File: src/rtl/serial_sub_if.sv
// rtl/serial_sub_if.sv - start/busy/done operand and result bundle for serial_sub (op port under SERIAL_SUB_ADD_EN)
interface serial_sub_if #(
    parameter int WIDTH = 8
);
    logic             start;
    logic [WIDTH-1:0] a;
    logic [WIDTH-1:0] b;
`ifdef SERIAL_SUB_ADD_EN
    logic             op;
`endif
    logic             busy;
    logic             done;
    logic [WIDTH-1:0] diff;
    logic             borrow;
    logic             ovf;
    logic             zero;

    modport master (
        output start,
        output a,
        output b,
`ifdef SERIAL_SUB_ADD_EN
        output op,
`endif
        input  busy,
        input  done,
        input  diff,
        input  borrow,
        input  ovf,
        input  zero
    );

    modport slave (
        input  start,
        input  a,
        input  b,
`ifdef SERIAL_SUB_ADD_EN
        input  op,
`endif
        output busy,
        output done,
        output diff,
        output borrow,
        output ovf,
        output zero
    );
endinterface

File: src/rtl/serial_sub.sv
// rtl/serial_sub.sv - bit-serial a-b (a+~b+1) engine, LSB first; SERIAL_SUB_ADD_EN adds an op input selecting a+b
module serial_sub #(
    parameter int WIDTH = 8
) (
    input  logic         clk,
    input  logic         rst_n,
    serial_sub_if.slave  bus
);
    localparam int CW = $clog2(WIDTH) + 1;

    typedef enum logic [1:0] {IDLE, RUN, DONE} state_t;

    state_t           state, state_nx;
    logic [CW-1:0]    cnt;
    logic [WIDTH-1:0] a_sh, b_sh, res_sh;
    logic             carry;
    logic [WIDTH-1:0] diff_q;
    logic             borrow_q, ovf_q, zero_q;

    logic             accept, last;
    logic             sub_mode, carry_init;
    logic             b_bit, sum, cout;
    logic [WIDTH-1:0] res_nx;

`ifdef SERIAL_SUB_ADD_EN
    logic             op_q;
    assign sub_mode   = ~op_q;
    assign carry_init = ~bus.op;
`else
    assign sub_mode   = 1'b1;
    assign carry_init = 1'b1;
`endif

    // DONE shows busy=0, so a start there begins the next operation with no gap
    assign accept = (state != RUN) && bus.start;
    assign last   = (state == RUN) && (cnt == CW'(WIDTH - 1));

    assign b_bit  = sub_mode ? ~b_sh[0] : b_sh[0];
    assign sum    = a_sh[0] ^ b_bit ^ carry;
    assign cout   = (a_sh[0] & b_bit) | (a_sh[0] & carry) | (b_bit & carry);
    assign res_nx = {sum, res_sh[WIDTH-1:1]};

    always_ff @(posedge clk or negedge rst_n) begin
        if (!rst_n) begin
            state <= IDLE;
        end else begin
            state <= state_nx;
        end
    end

    always_comb begin
        state_nx = state;
        case (state)
            IDLE:    if (bus.start) state_nx = RUN;
            RUN:     if (last)      state_nx = DONE;
            DONE:    state_nx = bus.start ? RUN : IDLE;
            default: state_nx = IDLE;
        endcase
    end

    always_ff @(posedge clk or negedge rst_n) begin
        if (!rst_n) begin
            cnt      <= '0;
            a_sh     <= '0;
            b_sh     <= '0;
            res_sh   <= '0;
            carry    <= 1'b0;
            diff_q   <= '0;
            borrow_q <= 1'b0;
            ovf_q    <= 1'b0;
            zero_q   <= 1'b0;
`ifdef SERIAL_SUB_ADD_EN
            op_q     <= 1'b0;
`endif
        end else if (accept) begin
            a_sh  <= bus.a;
            b_sh  <= bus.b;
            carry <= carry_init;
            cnt   <= '0;
`ifdef SERIAL_SUB_ADD_EN
            op_q  <= bus.op;
`endif
        end else if (state == RUN) begin
            a_sh   <= a_sh >> 1;
            b_sh   <= b_sh >> 1;
            res_sh <= res_nx;
            carry  <= cout;
            if (!last) begin
                cnt <= cnt + CW'(1);
            end else begin
                // On the last bit a_sh[0]/b_sh[0] are the captured operand sign bits
                diff_q   <= res_nx;
                borrow_q <= sub_mode ? ~cout : cout;
                ovf_q    <= sub_mode ? ((a_sh[0] != b_sh[0]) && (sum != a_sh[0]))
                                     : ((a_sh[0] == b_sh[0]) && (sum != a_sh[0]));
                zero_q   <= (res_nx == '0);
            end
        end
    end

    assign bus.busy   = (state == RUN);
    assign bus.done   = (state == DONE);
    assign bus.diff   = diff_q;
    assign bus.borrow = borrow_q;
    assign bus.ovf    = ovf_q;
    assign bus.zero   = zero_q;
endmodule
File: src/flat_wrapper.sv
// flat-port wrapper written by rule: the top's interface ports become plain ports
module serial_sub_flat 
#(
    parameter int WIDTH = 8
)
  (clk, rst_n, bus_start, bus_a, bus_b, bus_busy, bus_done, bus_diff, bus_borrow, bus_ovf, bus_zero);
  serial_sub_if #(.WIDTH(WIDTH)) bus_i ();
  input  logic clk;
  input  logic rst_n;
  input wire logic [$bits(bus_i.start)-1:0] bus_start;
  input wire logic [$bits(bus_i.a)-1:0] bus_a;
  input wire logic [$bits(bus_i.b)-1:0] bus_b;
  output wire logic [$bits(bus_i.busy)-1:0] bus_busy;
  output wire logic [$bits(bus_i.done)-1:0] bus_done;
  output wire logic [$bits(bus_i.diff)-1:0] bus_diff;
  output wire logic [$bits(bus_i.borrow)-1:0] bus_borrow;
  output wire logic [$bits(bus_i.ovf)-1:0] bus_ovf;
  output wire logic [$bits(bus_i.zero)-1:0] bus_zero;
  assign bus_i.start = bus_start;
  assign bus_i.a = bus_a;
  assign bus_i.b = bus_b;
  assign bus_busy = bus_i.busy;
  assign bus_done = bus_i.done;
  assign bus_diff = bus_i.diff;
  assign bus_borrow = bus_i.borrow;
  assign bus_ovf = bus_i.ovf;
  assign bus_zero = bus_i.zero;
  serial_sub #(.WIDTH(WIDTH)) u_core (.clk(clk), .rst_n(rst_n), .bus(bus_i));
endmodule
File: config.mk
export PLATFORM = sky130hd
export DESIGN_NAME = serial_sub_flat
export DESIGN_NICKNAME = d
export VERILOG_FILES = /design/src/rtl/serial_sub_if.sv /design/src/rtl/serial_sub.sv /design/src/flat_wrapper.sv
export SDC_FILE = /design/constraint.sdc
export NUM_CORES = 1
export LEC_CHECK = 0
export ABC_AREA = 1
export BUFFER_PORTS_ARGS = -buffer_cell sky130_fd_sc_hd__buf_2
export CORE_ASPECT_RATIO = 1.5
export CORE_MARGIN = 10
export CORE_UTILIZATION = 25
export CTS_CLUSTER_DIAMETER = 30
export CTS_CLUSTER_SIZE = 10
export DETAILED_ROUTE_END_ITERATION = 16
export MAX_ROUTING_LAYER = met4
export PLACE_DENSITY_LB_ADDON = 0.3
export RECOVER_POWER = 100
export SKIP_CTS_REPAIR_TIMING = 1
export SLEW_MARGIN = 30
export SYNTH_ARGS = -nofsm -noshare
export SYNTH_HDL_FRONTEND = slang
export SYNTH_SLANG_ARGS = --single-unit
File: constraint.sdc
create_clock -name clk -period 1.3 [get_ports clk]
set_clock_uncertainty 0.05 [all_clocks]
set_input_delay 0 -clock clk [delete_from_list [all_inputs] [get_ports clk]]
set_output_delay 0 -clock clk [all_outputs]
set_load 0.02 [all_outputs]
## Yosys cells after proc, flatten, opt, wreduce, memory -nomap -nowiden

Cells that the tools add are included.

| storage, ports and cells | value |
|---|---|
| flip-flop bits (word level) | 42 |
| input port bits | 19 |
| output and inout bits | 13 |
| logic and storage cells | 53 |

| operators by class | value |
|---|---|
| add/subtract/negate cells | 1 |
| equality and inequality tests | 9 |
| muxes and demuxes | 13 |
| bitwise logic cells | 10 |
| reductions and logical operators | 10 |

Operators with widths:

| operator | number |
|---|---|
| $mux W8 | 4 |
| $mux W4 | 3 |
| $logic_not A8 Y1 | 1 |
| $ne A2 B1 Y1 const B | 3 |
| $pmux W2 S3 | 1 |
| $reduce_and A2 Y1 | 3 |
| $add A4 B1 Y4 const B | 1 |
| $eq A4 B3 Y1 const B | 1 |
| $mux W2 | 2 |
| $and A1 B1 Y1 | 3 |
| $logic_and A1 B1 Y1 | 3 |
| $mux W1 | 3 |
| $not A1 Y1 | 3 |
| $reduce_and A3 Y1 | 1 |
| $eq A2 B1 Y1 const B | 1 |
| $eq A2 B2 Y1 const B | 1 |
| $logic_not A2 Y1 | 1 |
| $ne A1 B1 Y1 | 2 |
| $ne A2 B2 Y1 const B | 1 |
| $or A1 B1 Y1 | 2 |
| $reduce_bool A2 Y1 | 1 |
| $xor A1 B1 Y1 | 2 |

## Depth between registers and ports, before layout

| logic depth | value |
|---|---|
| word-level depth | 6 |
| gate-level depth with buffers | 7 |
| mapped depth without buffers | 7 |

## Worst setup path before layout

OpenSTA, ideal clock, no wires.

| timing | value |
|---|---|
| kind | register -> register |
| start point | register u_core.carry |
| end point | register u_core.ovf_q (netlist: u_core.bus.ovf) |
| library setup time | 74 ps |
| arrival | 1238 ps |
| data required time | 1176 ps |
| setup slack | -62 ps |
| stages on the path, launching flop included | 6 |
| path buffers | 0 |
| period minus slack after synthesis | 1362 ps |
| cell sequence | dfrtp_1 > fa_1 > nor2_1 > nor2_1 > nand2_1 > o21ai_2 |

| between the ends | value |
|---|---|
| cells in the longest elaborated chain, start to end | 3 |

Ends and longest elaborated chain:

| element | RTL line | text |
|---|---|---|
| start: declaration | serial_sub.sv:16 | `logic carry;` |
| start signal: assignment | serial_sub.sv:78 | `carry <= carry_init;` |
| start signal: assignment | serial_sub.sv:87 | `carry <= cout;` |
| $xor A1 B1 Y1 | serial_sub.sv:39 | `assign sum = a_sh[0] ^ b_bit ^ carry;` |
| via u_core.sum | serial_sub.sv:22 | `logic b_bit, sum, cout;` |
| $ne A1 B1 Y1 | serial_sub.sv:94 | `ovf_q <= sub_mode ? ((a_sh[0] != b_sh[0]) && (sum != a_sh[0]))` |
| $logic_and A1 B1 Y1 | serial_sub.sv:94 |  |
| end signal: assignment | serial_sub.sv:94 |  |
| end: declaration | serial_sub.sv:18 | `logic borrow_q, ovf_q, zero_q;` |

The timed path passes the listed nets, and every way through them passes these cells.
A chain may end at the register's enable or synchronous reset.

## Final worst setup path

| timing | value |
|---|---|
| start point | register u_core.a_sh[0] |
| end point | register u_core.ovf_q (netlist: u_core.bus.ovf) |

| between the ends | value |
|---|---|
| cells in the longest elaborated chain, start to end | 4 |
| elaborated cells between the ends (all ways) | 5 |
| those cells by class | eq/ne (2); bitwise (2); reduce/logical (1) |

Ends and longest elaborated chain:

| element | RTL line | text |
|---|---|---|
| start: declaration | serial_sub.sv:15 | `logic [WIDTH-1:0] a_sh, b_sh, res_sh;` |
| start signal: assignment | serial_sub.sv:76 | `a_sh <= bus.a;` |
| start signal: assignment | serial_sub.sv:84 | `a_sh <= a_sh >> 1;` |
| $xor A1 B1 Y1 (2 in series) | serial_sub.sv:39 |  |
| via u_core.sum | serial_sub.sv:22 |  |
| $ne A1 B1 Y1 | serial_sub.sv:94 |  |
| $logic_and A1 B1 Y1 | serial_sub.sv:94 |  |

The timed path passes the listed nets, and every way through them passes these cells.

==> run_results.csv <==
group,metric,value,unit
synthesis,ys_seq_elements,41,
timing,min_period,1.42,ns
route,drtAntennaViolNets,0,
synthesis,syn_inst,207,
timing,hold_viol,0,
finish,finalNetCount,301,
power,p_clk_frac,0.176,
floorplanning,fp.dieArea,11300,sq um
clock_network,clk_pin_slew,0.08,ns
finish,design_area,2630,sq um
synthesis,synth_area_per_cell,8.90,sq um
power,internal_power,3.71,mW
clock_network,root_buffer,"clkbuf_8",
timing,finalSetupViolCount,2,
clock_network,clock_latency,0.29,ns
floorplanning,die_y,125,microns
worst_setup_path,critPathMaxFanout,4,
timing,period_share,1.10,
synthesis,ys.flop_type,"dfrtp_1",
worst_setup_path,crit_slowest_cell,"fa_2",
power,swShare,0.392,
power,vdd_drop_max,0.853,mV
timing,worst_slack,-0.124,ns
clock_network,cts_made_buffers,5,
synthesis,synth.distinct_cells,20,
synthesis,synth_edf_count,0,
power,comb_power_share,0.463,
synthesis,synth_top_cell_area_share,0.557,
clock_network,cts_max_path_buffers,2,
clock_network,ctsHtreeMaxLevel,2,
finish,diodes,0,
synthesis,yosysSeqAreaShare,0.557,
floorplanning,initial_core_util,0.255,
placed_design,hpwl,2900,microns
synthesis,synth_nets,229,
power,seq_power_share,0.361,
run,drv_cap,0,
worst_setup_path,path_class,"flip-flop to flip-flop",
power,leakagePower,1.30,nW
synthesis,ys_warn_count,0,
worst_setup_path,critPathMaxStageDelay,0.61,ns
finish,fill_cells,779,
worst_setup_path,crit_path_end_kind,"flip-flop",
synthesis,synth_area,1840,sq um
floorplanning,ioPinCount,32,
worst_setup_path,crit_path_start_kind,"flip-flop",
route,drc,0,
timing,final-max-slew-violation-count,0,
worst_setup_path,critical_path_arrival,1.60,ns
timing,timing.setup.tns,-0.214,ns
timing,worst_pin_slew,0.463,ns
placed_design,place.port_buffers,31,
worst_setup_path,crit_top_cell,"nor2_1",
power,powerDensity,2320,nW/um^2
timing,max_freq,702,MHz
clock_network,cts_tree,"built",
power,netSwitchingPower,2.39,mW
synthesis,synthMostInstantiatedCell,"nand2_1",
floorplanning,std_cell_rows,38,
finish,drive_gt1_frac,0.300,
worst_setup_path,crit_buf_inv,0,
timing,holdWs,0.135,ns
route,via_count,1553,
outcome,violations,"negative setup slack",
worst_setup_path,ff2ff_setup_slack,-0.12,ns
route,post_drt_wl_per_cell,11.0,microns
synthesis,synth_top_area_cell,"dfrtp_1",
timing,relSlewSlack,0.691,
hold_path,holdCritPathClass,"primary input to asynchronous set/reset pin",
route,wirelength,4190,microns
worst_setup_path,crit_chain,"fa_2, nor2_1, nor2_1, nand2_1, o21ai_2",
worst_setup_path,critPathRequiredTime,1.47,ns
route,first_pass_iters,4,
placed_design,gp_congestion,0.801,
worst_setup_path,crit_family,"adder cells",
synthesis,synth_area_leaders,"dfrtp_1, nand2_1, nand3_1, o21ai_2, inv_1",
floorplanning,fp.dieW,90.1,microns
clock_network,clock_sinks,41,
synthesis,ys_top_cells_by_count,"nand2_1, dfrtp_1, nand3_1",
finish,syn_to_final_growth,42.8,%
floorplanning,coreArea,7230,sq um
global_route,gr-total-overflow,0,
global_route,grt_use_total,0.0726,
global_route,first_global_vias,1450,
global_route,grt_antenna_before_repair,0,
finish,final_util,0.364,
outcome,status,"finished, violations left",
route,drt_iter0_drc,46,
timing,rsz0062_at_grt,"true",
placed_design,placed_cell_area,2190,sq um
global_route,grt_max_degree,20,
global_route,grt_pass1_wl,6670,microns
route,viasPerCell,4.09,
synthesis,ys_async_sr_fraction,1.00,
-- final timing paths --
kind	start	to	depth (start not counted)
max	u_core.a_sh[0]	u_core.bus.ovf	5
min	rst_n	u_core.bus.diff[2]	2
max reg2reg	u_core.a_sh[0]	u_core.bus.ovf	5
min reg2reg	u_core.a_sh[7]	u_core.a_sh[7]	2
max in group asynchronous	rst_n	u_core.state[0]	3
min in group clk	bus_a[7]	u_core.a_sh[7]	4
-- routing by layer --
layer / part of all wire / global-route usage / vias to the layer above
met5: 0 / - / -
met4: 0.016 / 0.0310 / 0
li1: - / - / 793
met1: 0.43 / 0.0811 / 724
met2: 0.51 / 0.117 / 29
met3: 0.040 / 0.0228 / 7
-- power by group through the flow --
stage	sequential (mW)	combinational, mW	clock, mW
CTS	2.14	2.50	1.11
global placement	2.15	2.46	0
global route	2.28	3.18	1.15
detailed placement	2.16	2.50	0
finish	2.20	2.82	1.07
floorplan	2.35	1.48	0
-- worst reg2reg max path, delay by kind of cell, from the launching register on --
kind / cells / cell delay (ns)
and+or+nand+nor: 3 / 0.20
DFF: 1 / 0.40
adders and majority gates: 1 / 0.61
AOI/OAI and AO/OA: 1 / 0.09
-- registers in the layout, summed over array words and instances (netlist names) --
signal,flops
u_core.carry,1
u_core.bus.zero,1
u_core.bus.diff,8
u_core.b_sh,8
u_core.cnt,4
u_core.res_sh,7
u_core.state,2
u_core.a_sh,8
u_core.bus.borrow,1
u_core.bus.ovf,1
-- area by class of cell --
| class | count | area (sq um) | share of cell area |
|---|---|---|---|
| timing repair buffer | 71 | 532 | 0.202 |
| multi-input combinational | 143 | 763 | 0.290 |
| clock buffer | 7 | 86.3 | 0.0328 |
| sequential | 41 | 1030 | 0.391 |
| inverter | 17 | 66.3 | 0.0252 |
| tap | 100 | 125 | 0.0476 |
| clock inverter | 1 | 30.0 | 0.0114 |
-- cell usage in the layout (no fill, tap or decap), types with 2 or more instances in the layout --
cell type       n
nand2_1        74
dfrtp_1        40
nand3_1        20
dlygate4sd3_1  18
buf_2          18
clkbuf_1       13
buf_4          12
inv_1          11
o21ai_2        10
nor2_1          9
nand2_4         9
o21ai_0         7
clkbuf_8        6
inv_2           5
nand2_2         5
clkbuf_2        4
buf_6           3
ha_1            2
buf_12          2
-- cell families (layout without fill, tap and decap cells) --
family / count (synthesis) / after routing / synth area share
DFF: 41 / 41 / 0.557
AOI/OAI and AO/OA: 18 / 18 / 0.0679
adders and majority gates: 3 / 3 / 0.0245
and+or+nand+nor: 122 / 122 / 0.285
buffers and inverters: 23 / 96 / 0.0659
-- through the flow --
stage	total power, mW	cells	worst slack, ns
finish	6.10	380	-0.124
global placement	4.61	346	-0.0940
CTS	5.75	354	-0.134
global route	6.62	380	-0.187
detailed placement	4.66	346	-0.111
floorplan	3.83	207	-0.0545
Note: power is estimated with default switching activity, not from simulation.
